$ cat src/rtl/program_encoder_if.sv
// Instruction request / memory write bundle between a program source and the encoder.
interface program_encoder_if;
  logic        start;
  logic        in_valid;
  logic        in_ready;
  logic [3:0]  in_op;
  logic [4:0]  in_rs;
  logic [4:0]  in_rt;
  logic [4:0]  in_rd;
  logic [15:0] in_imm;
  logic [25:0] in_target;
  logic        mem_wr_en;
  logic [31:0] mem_addr;
  logic [31:0] mem_wr_data;
  logic [10:0] count;
  logic        done;
  logic        err;

  modport slave (
    input  start, in_valid, in_op, in_rs, in_rt, in_rd, in_imm, in_target,
    output in_ready, mem_wr_en, mem_addr, mem_wr_data, count, done, err
  );

  modport master (
    output start, in_valid, in_op, in_rs, in_rt, in_rd, in_imm, in_target,
    input  in_ready, mem_wr_en, mem_addr, mem_wr_data, count, done, err
  );
endinterface

$ cat src/rtl/program_encoder.sv
// Encodes MIPS-subset instruction requests and writes them to sequential words of
// instruction memory; one request per two cycles, strobe one cycle after acceptance.
module program_encoder #(
  parameter int DEPTH = 256
) (
  input  logic               clk,
  input  logic               reset,
  program_encoder_if.slave   bus
);
  localparam int AW = (DEPTH > 1) ? $clog2(DEPTH) : 1;

  typedef enum logic [2:0] {S_IDLE, S_LOAD, S_WRITE, S_DONE, S_ERROR} state_t;

  state_t      r_state;
  state_t      w_next;
  logic [AW-1:0] r_addr;
  logic [10:0] r_count;
  logic [31:0] r_word;
  logic        r_is_sys;
  logic        r_done;
  logic        r_err;

  logic [31:0] w_word;
  logic        w_legal;
  logic        w_xfer;
  logic        w_last;

  always_comb begin
    w_word  = '0;
    w_legal = 1'b1;
    case (bus.in_op)
      4'd0:  w_word = {6'd0, bus.in_rs, bus.in_rt, bus.in_rd, 5'd0, 6'd32};
      4'd1:  w_word = {6'd0, bus.in_rs, 15'd0, 6'd8};
      4'd2:  w_word = {26'd0, 6'd12};
      4'd3:  w_word = {6'd3, bus.in_target};
      4'd4:  w_word = {6'd4,  bus.in_rs, bus.in_rt, bus.in_imm};
      4'd5:  w_word = {6'd5,  bus.in_rs, bus.in_rt, bus.in_imm};
      4'd6:  w_word = {6'd8,  bus.in_rs, bus.in_rt, bus.in_imm};
      4'd7:  w_word = {6'd9,  bus.in_rs, bus.in_rt, bus.in_imm};
      4'd8:  w_word = {6'd10, bus.in_rs, bus.in_rt, bus.in_imm};
      4'd9:  w_word = {6'd35, bus.in_rs, bus.in_rt, bus.in_imm};
      4'd10: w_word = {6'd43, bus.in_rs, bus.in_rt, bus.in_imm};
      default: w_legal = 1'b0;
    endcase
  end

  assign w_xfer = (r_state == S_LOAD) && bus.in_valid;
  assign w_last = (r_addr == AW'(DEPTH - 1));

  always_comb begin
    w_next = r_state;
    case (r_state)
      S_IDLE, S_DONE, S_ERROR: if (bus.start) w_next = S_LOAD;
      S_LOAD:  if (w_xfer) w_next = w_legal ? S_WRITE : S_ERROR;
      S_WRITE: begin
        if (r_is_sys)    w_next = S_DONE;
        else if (w_last) w_next = S_ERROR;
        else             w_next = S_LOAD;
      end
      default: w_next = S_IDLE;
    endcase
  end

  always_ff @(posedge clk) begin
    if (reset) r_state <= S_IDLE;
    else       r_state <= w_next;
  end

  always_ff @(posedge clk) begin
    if (reset) begin
      r_addr   <= '0;
      r_count  <= '0;
      r_word   <= '0;
      r_is_sys <= 1'b0;
      r_done   <= 1'b0;
      r_err    <= 1'b0;
    end else begin
      case (r_state)
        S_IDLE, S_DONE, S_ERROR: begin
          if (bus.start) begin
            r_addr  <= '0;
            r_count <= '0;
            r_done  <= 1'b0;
            r_err   <= 1'b0;
          end
        end
        S_LOAD: begin
          if (w_xfer) begin
            if (w_legal) begin
              r_word   <= w_word;
              r_is_sys <= (bus.in_op == 4'd2);
            end else begin
              r_err <= 1'b1;
            end
          end
        end
        S_WRITE: begin
          r_count <= r_count + 11'd1;
          // The last word holds its address: overflow ends the load rather than wrapping.
          if (!w_last) r_addr <= r_addr + AW'(1);
          if (r_is_sys)    r_done <= 1'b1;
          else if (w_last) r_err  <= 1'b1;
        end
        default: ;
      endcase
    end
  end

  assign bus.in_ready    = (r_state == S_LOAD);
  assign bus.mem_wr_en   = (r_state == S_WRITE);
  assign bus.mem_addr    = 32'({r_addr, 2'b00});
  assign bus.mem_wr_data = r_word;
  assign bus.count       = r_count;
  assign bus.done        = r_done;
  assign bus.err         = r_err;
endmodule
$ cat src/flat_wrapper.sv
// flat-port wrapper written by rule: the top's interface ports become plain ports
module program_encoder_flat 
#(
  parameter int DEPTH = 256
)
  (clk, reset, bus_start, bus_in_valid, bus_in_op, bus_in_rs, bus_in_rt, bus_in_rd, bus_in_imm, bus_in_target, bus_in_ready, bus_mem_wr_en, bus_mem_addr, bus_mem_wr_data, bus_count, bus_done, bus_err);
  program_encoder_if bus_i ();
  input  logic clk;
  input  logic reset;
  input wire logic [$bits(bus_i.start)-1:0] bus_start;
  input wire logic [$bits(bus_i.in_valid)-1:0] bus_in_valid;
  input wire logic [$bits(bus_i.in_op)-1:0] bus_in_op;
  input wire logic [$bits(bus_i.in_rs)-1:0] bus_in_rs;
  input wire logic [$bits(bus_i.in_rt)-1:0] bus_in_rt;
  input wire logic [$bits(bus_i.in_rd)-1:0] bus_in_rd;
  input wire logic [$bits(bus_i.in_imm)-1:0] bus_in_imm;
  input wire logic [$bits(bus_i.in_target)-1:0] bus_in_target;
  output wire logic [$bits(bus_i.in_ready)-1:0] bus_in_ready;
  output wire logic [$bits(bus_i.mem_wr_en)-1:0] bus_mem_wr_en;
  output wire logic [$bits(bus_i.mem_addr)-1:0] bus_mem_addr;
  output wire logic [$bits(bus_i.mem_wr_data)-1:0] bus_mem_wr_data;
  output wire logic [$bits(bus_i.count)-1:0] bus_count;
  output wire logic [$bits(bus_i.done)-1:0] bus_done;
  output wire logic [$bits(bus_i.err)-1:0] bus_err;
  assign bus_i.start = bus_start;
  assign bus_i.in_valid = bus_in_valid;
  assign bus_i.in_op = bus_in_op;
  assign bus_i.in_rs = bus_in_rs;
  assign bus_i.in_rt = bus_in_rt;
  assign bus_i.in_rd = bus_in_rd;
  assign bus_i.in_imm = bus_in_imm;
  assign bus_i.in_target = bus_in_target;
  assign bus_in_ready = bus_i.in_ready;
  assign bus_mem_wr_en = bus_i.mem_wr_en;
  assign bus_mem_addr = bus_i.mem_addr;
  assign bus_mem_wr_data = bus_i.mem_wr_data;
  assign bus_count = bus_i.count;
  assign bus_done = bus_i.done;
  assign bus_err = bus_i.err;
  program_encoder #(.DEPTH(DEPTH)) u_core (.clk(clk), .reset(reset), .bus(bus_i));
endmodule
$ cat config.mk
export PLATFORM = sky130hd
export DESIGN_NAME = program_encoder_flat
export DESIGN_NICKNAME = d
export VERILOG_FILES = /design/src/rtl/program_encoder_if.sv /design/src/rtl/program_encoder.sv /design/src/flat_wrapper.sv
export SDC_FILE = /design/constraint.sdc
export NUM_CORES = 1
export LEC_CHECK = 0
export CAP_MARGIN = 40
export CORE_MARGIN = 10
export CORE_UTILIZATION = 38
export CTS_CLUSTER_DIAMETER = 50
export DETAILED_ROUTE_END_ITERATION = 8
export HOLD_SLACK_MARGIN = 0.15
export PLACE_DENSITY = 0.79
export SLEW_MARGIN = 20
export SYNTH_ARGS = -nofsm -noshare
export SYNTH_HDL_FRONTEND = slang
export SYNTH_SLANG_ARGS = --single-unit
$ cat constraint.sdc
create_clock -name clk -period 1.91 [get_ports clk]
set_clock_uncertainty 0.05 [all_clocks]
set_input_delay 0.382 -clock clk [delete_from_list [all_inputs] [get_ports clk]]
set_output_delay 0.382 -clock clk [all_outputs]
set_load 0.005 [all_outputs]
==> impl_metrics.toml, run 1 <==
[logic_synthesis]
netlist_area_sq_mm = 0.00311
netlist_instances = 386
synth_ff_type = "dfxtp_1"
synth_top_area_frac = 0.360
synth_edf_count = 0
yosysTopAreaCell = "dfxtp_1"
avgSynthCellArea_sq_um = 8.06
netlist_top_cells_count = "dfxtp_1, nor2_1, a21oi_1, nor3_1, buf_4"
synth_most_common_cell = "dfxtp_1"
synth_seq_area_share = 0.360
synth_seq_cells = 56
synthTopCellsByArea = "dfxtp_1, buf_4, nor2_1"
synth.distinct_cells = 55
yosys_warnings = 0
synthArstFlopShare = 0

[power_and_ir_drop]
p_int_mw = 1.85
power.leakage_nw = 1.81
p_sw_uw = 720
seq_power_share = 0.484
power_density_mw_per_mm2 = 537
switching_share = 0.280
ir_drop_mv = 0.304
pwr-share-comb = 0.263
power.share.clock = 0.254

[place]
dp_cells = 628
dpl_cell_area_sq_mm = 0.00461
io_buffers = 118
finalWeightedCongestion = 0.837
hpwl_um = 8450

[timing]
hold_violations = 0
setup_viol = 0
clock.fmax_mhz = 542
drv_slew = 0
fin_crit_ns = 1.85
fin_crit_sh = 0.966

[finish]
drive_gt1_frac = 0.167
nNetsFinal = 604
area_delta_synth_final_pct = 54.2
fillers = 700
antennaDiodeCount = 0
stdcell_area_sq_mm = 0.00480
layoutNonFillerInstCount = 640

[setup_path]
worstSetupStartpoint = "u_core.r_state[2]"
setup.worst_path.end = "bus_mem_wr_en"
worstRegToRegCells = 5
rr_endpoint = "u_core.bus.count[6]"
crit_arrival_ns = 1.41
ff2ff_setup_slack_ns = 0.08
required_ns = 1.48
worstSetupEndpointType = "output port"
reg2reg_from = "u_core.bus.count[0]"
worst-path-max-fanout = 5
critPathKind = "register to output port"
crit_path_start_kind = "register"

[cts]
path_clk_slew_ns = 0.10
numCtsBuffers = 5
cts_tree = "built"
clock_path_buffers = 2
cts_root_buf = "clkbuf_8"
cts.sinks = 56
clkLatencyLatePin_ns = 0.31
htreeDepth = 2

[hold_path]
min_path_type = "primary input to register"

[routing]
first_iter_violations = 114
vias = 3456
routed_wirelength_um = 10800
viasPerCell = 5.40
postRouteAntennaNets = 0
route.detailed.drc = 0
dr.pass1.iters = 5
wl_per_cell_um = 16.8

[global_routing]
grt_max_degree = 37
grt_antenna_before_repair = 0
globalRouteTotalUtil = 0.163
grt_pass1_vias = 3479
gr-total-overflow = 0
grt_pass1_wl_um = 17200

[floorplan]
boundaryPins = 144
fp.coreArea_sq_mm = 0.00785
die_h_um = 110
dieArea_sq_mm = 0.0122
row_count = 32
die_x_um = 110
initial_core_util = 0.396

[run_status]
status = "complete, no violations"

[flow_run]
maxCapViolCount = 0
==> worst min-delay path by stage <==
stage / cells past startpoint / startpoint / end / slack (ns)
2_1_floorplan: 2 / u_core.bus.mem_wr_data[31] / u_core.bus.mem_wr_data[31] / 0.40
3_3_place_gp: 1 / u_core.bus.count[10] / u_core.bus.count[10] / 0.39
3_5_place_dp: 2 / u_core.bus.mem_wr_data[3] / u_core.bus.mem_wr_data[3] / 0.40
4_1_cts: 2 / reset / u_core.bus.count[0] / 0.36
5_1_grt: 2 / reset / u_core.bus.count[0] / 0.40
6_report: 2 / reset / u_core.bus.count[0] / 0.37
==> kinds of logic (layout without fill, tap and decap cells) <==
group / after synthesis / after routing / share of synthesized area
adders and majority gates: 3 / 3 / 0.0113
DFF: 56 / 56 / 0.360
muxes: 5 / 5 / 0.0169
other: 1 / 25 / 0.00121
and+or+nand+nor: 156 / 156 / 0.264
xor gates and xnor gates: 2 / 2 / 0.00563
AOI/OAI and AO/OA: 102 / 102 / 0.228
buffers and inverters: 61 / 189 / 0.112
==> timing repair <==
action,in CTS,in global routing
hold buffers,0,0
pin swaps,0,2
gates resized for setup,11,11
buffers inserted,1,3
endpoints found under the setup margin,4,16
==> per-stage QoR <==
step                      setup slack, ns  total power, mW  setup TNS (ns)  hold slack, ns   util
after floorplan                    0.0154             1.57               0           0.398      -
after global placement             -0.244             1.91           -6.45           0.389  0.587
after detailed placement           -0.388             1.92           -8.65           0.400  0.587
after CTS                          0.0224             2.58               0           0.362  0.602
after global routing             -0.00605             2.71        -0.00974           0.396  0.611
final                              0.0648             2.57               0           0.371  0.611
==> power groups by stage <==
stage	Sequential, mW	Clock, mW	Combinational [mW]
6_report	1.24	0.652	0.677
5_1_grt	1.25	0.721	0.737
4_1_cts	1.25	0.677	0.658
3_5_place_dp	1.27	0	0.651
3_3_place_gp	1.27	0	0.636
2_1_floorplan	1.27	0	0.299
==> cell usage in the layout (no fill, tap or decap), types with 2 or more instances in the layout <==
| cell | instances |
|---|---|
| dlygate4sd2_1 | 2 |
| a21o_1 | 4 |
| a31oi_1 | 2 |
| nand3b_1 | 5 |
| nor3b_4 | 2 |
| dfxtp_4 | 2 |
| inv_1 | 4 |
| mux2_2 | 2 |
| nand3_1 | 5 |
| mux2i_1 | 3 |
| a22o_1 | 5 |
| o21ai_0 | 8 |
| o211ai_1 | 3 |
| buf_6 | 2 |
| clkbuf_8 | 5 |
| and2_1 | 2 |
| a21oi_1 | 27 |
| a311oi_1 | 2 |
| nand4_1 | 5 |
| a211oi_1 | 10 |
| nand2b_1 | 4 |
| or3_1 | 6 |
| o31ai_1 | 7 |
| o211a_1 | 2 |
| a221oi_1 | 18 |
| nand2_1 | 23 |
| nor2_1 | 46 |
| or4_1 | 8 |
| buf_12 | 2 |
| a31o_2 | 3 |
| xnor2_1 | 2 |
| conb_1 | 25 |
| a21oi_2 | 3 |
| clkdlybuf4s50_1 | 114 |
| nand4b_1 | 6 |
| dfxtp_1 | 53 |
| buf_4 | 54 |
| o311ai_0 | 2 |
| and3_1 | 2 |
| nor3_1 | 30 |
==> metal layers <==
metal | GRT usage | vias up | part of all wire
met5 | 0 | - | 0
met4 | 0.0415 | 0 | 0.015
met3 | 0.0902 | 15 | 0.13
met2 | 0.284 | 170 | 0.48
met1 | 0.165 | 1587 | 0.37
li1 | - | 1684 | -
==> critical path: stages (launching register included) <==
cell and delay (ns):
dfxtp_4 0.37, or3b_4 0.42, inv_4 0.09, dlygate4sd2_1 0.23
==> layout make-up <==
class	instances	area, sq um	share of cell area
multi-input combinational	293	1790	0.373
inverter	5	21.3	0.00443
sequential	56	1130	0.236
clock buffer	6	72.6	0.0151
tap	102	128	0.0266
timing repair buffer	176	1640	0.343
clock inverter	2	13.8	0.00287
==> state kept, by name, summed over array words and instances (netlist names) <==
register / count
u_core.bus.mem_wr_data: 31
u_core.bus.count: 11
u_core.r_addr: 8
u_core.r_is_sys: 1
u_core.bus.err: 1
u_core.r_state: 3
u_core.bus.done: 1
(Power assumes the default switching activity.)
==> run 2: changes to the inputs <==
--- a/config.mk
+++ b/config.mk
@@ -10,9 +10,11 @@
 export CORE_UTILIZATION = 38
 export CTS_CLUSTER_DIAMETER = 50
 export DETAILED_ROUTE_END_ITERATION = 8
+export GPL_ROUTABILITY_DRIVEN = 0
 export HOLD_SLACK_MARGIN = 0.15
 export PLACE_DENSITY = 0.79
 export SLEW_MARGIN = 20
 export SYNTH_ARGS = -nofsm -noshare
 export SYNTH_HDL_FRONTEND = slang
 export SYNTH_SLANG_ARGS = --single-unit
+export TNS_END_PERCENT = 30
==> constraint.sdc (replaced) <==
create_clock -name clk -period 1.91 [get_ports clk]
set_clock_uncertainty 0.05 [all_clocks]
set_input_delay 0.382 -clock clk [delete_from_list [all_inputs] [get_ports clk]]
set_output_delay 0.382 -clock clk [all_outputs]
set_load 0.1 [all_outputs]
==> impl_metrics.toml, run 2 (synthesized netlist as in run 1, its figures left out) <==
[run_status]
status = "complete, no violations"

[power_and_ir_drop]
finalPower_mw = 3.22
ir_drop_mv = 0.499
power_density_mw_per_mm2 = 602
power.leakage_nw = 2.03

[hold_path]
min_path_type = "primary input to register"

[cts]
numCtsBuffers = 5
cts_root_buf = "clkbuf_8"
clkLatencyLatePin_ns = 0.31
clock_path_buffers = 2
htreeDepth = 2
cts.sinks = 56
cts_tree = "built"
holdBufCountCts = 0
path_clk_slew_ns = 0.10

[setup_path]
crit_path_start_kind = "register"
critPathKind = "register to output port"
worstSetupEndpointType = "output port"
crit_arrival_ns = 1.44
worst-path-max-fanout = 8
required_ns = 1.48
ff2ff_setup_slack_ns = 0.06

[routing]
vias = 3419
routed_wirelength_um = 11000
postRouteAntennaNets = 0
dr.pass1.iters = 4
viasPerCell = 5.41
first_iter_violations = 99
wl_per_cell_um = 17.4
route.detailed.drc = 0

[place]
hpwl_um = 8960
io_buffers = 118
dp_cells = 623

[timing]
clock.fmax_mhz = 533
hold_violations = 0
rsz0062_at_grt = "true"
setup_tns_ns = 0
drv_slew = 0
fin_crit_sh = 0.982
setup_viol = 0
fin_crit_ns = 1.88

[floorplan]
dieArea_sq_mm = 0.0122
boundaryPins = 144
die_x_um = 110
fp.coreArea_sq_mm = 0.00785
row_count = 32
initial_core_util = 0.396
die_h_um = 110

[finish]
largest_register_ffs = 31
drive_gt1_frac = 0.292
area_delta_synth_final_pct = 72.0
utilization = 0.682
nNetsFinal = 596
final_cell_mix = "clkdlybuf4s50_1, buf_12, nor2_1"
antennaDiodeCount = 0
layoutNonFillerInstCount = 632
final_common_cell = "clkdlybuf4s50_1"

[global_routing]
grt_pass1_vias = 3511
grt_antenna_before_repair = 0
grt_pass1_wl_um = 17900
gr-total-overflow = 0
grt_max_degree = 36
globalRouteTotalUtil = 0.171

[flow_run]
maxCapViolCount = 0
-- run 2: changes by cell type in the layout (fill, tap and decap cells not counted), sizes merged --
| cell | previous run | this run |
|---|---|---|
| inv | 6 | 5 |
| dlymetal6s2s | 1 | 0 |
| dlygate4sd2 | 2 | 0 |
| clkdlybuf4s15 | 0 | 1 |
| clkbuf | 6 | 5 |
| clkdlybuf4s50 | 114 | 63 |
| buf | 59 | 104 |
| clkinv | 1 | 3 |
-- run 2: timing repair --
item | CTS | global route
cloned | 0 | 1
gates resized for setup | 6 | 14
pin swaps | 0 | 6
buffers inserted | 1 | 0
hold endpoints to repair | 0 | 0
endpoints found under the setup margin | 2 | 22
-- run 2: per-stage QoR --
stage,hold slack [ns],cell area (sq um),worst slack [ns]
final,0.376,5350,0.0339
after global routing,0.365,5350,-0.0445
after CTS,0.362,5280,0.0102
after detailed placement,0.432,5180,-0.277
after global placement,0.418,5180,-0.206
after floorplan,0.421,3270,-0.0864
-- run 2: where the power goes --
| part | total (mW) | leakage, nW | internal, mW | switching (mW) |
|---|---|---|---|---|
| Sequential | 1.27 | 0.465 | 1.21 | 0.0582 |
| Combinational | 1.30 | 1.52 | 0.474 | 0.829 |
| Clock | 0.650 | 0.0479 | 0.257 | 0.393 |
-- run 2: worst paths after layout --
path                                            end  cells after the start                 from
worst max-delay path                  bus_mem_wr_en                      3    u_core.r_state[0]
worst min-delay path            u_core.bus.count[0]                      2                reset
worst max register to register     u_core.r_addr[5]                      7    u_core.r_state[1]
worst min register to register  u_core.bus.count[3]                      1  u_core.bus.count[3]
-- run 2: layer usage --
metal	vias up	wire, um	GRT usage
li1	1665	-	-
met5	-	0	0
met2	149	5400	0.288
met3	16	1370	0.0972
met1	1589	3980	0.177
met4	0	233	0.0518
-- run 2: area by class of cell --
class | count | area [sq um]
fillers | 604 | 2500
inverters | 5 | 23.8
clock inverters | 3 | 18.8
flip-flops and latches | 56 | 1160
repair buffers | 168 | 2130
clock buffers | 5 | 68.8
multi-input cells | 293 | 1820
well taps | 102 | 128
-- run 2: worst max-delay path: stages, from the launching register on --
cell	delay, ns
dfxtp_4	0.39
or3b_4	0.44
inv_6	0.12
buf_12	0.18
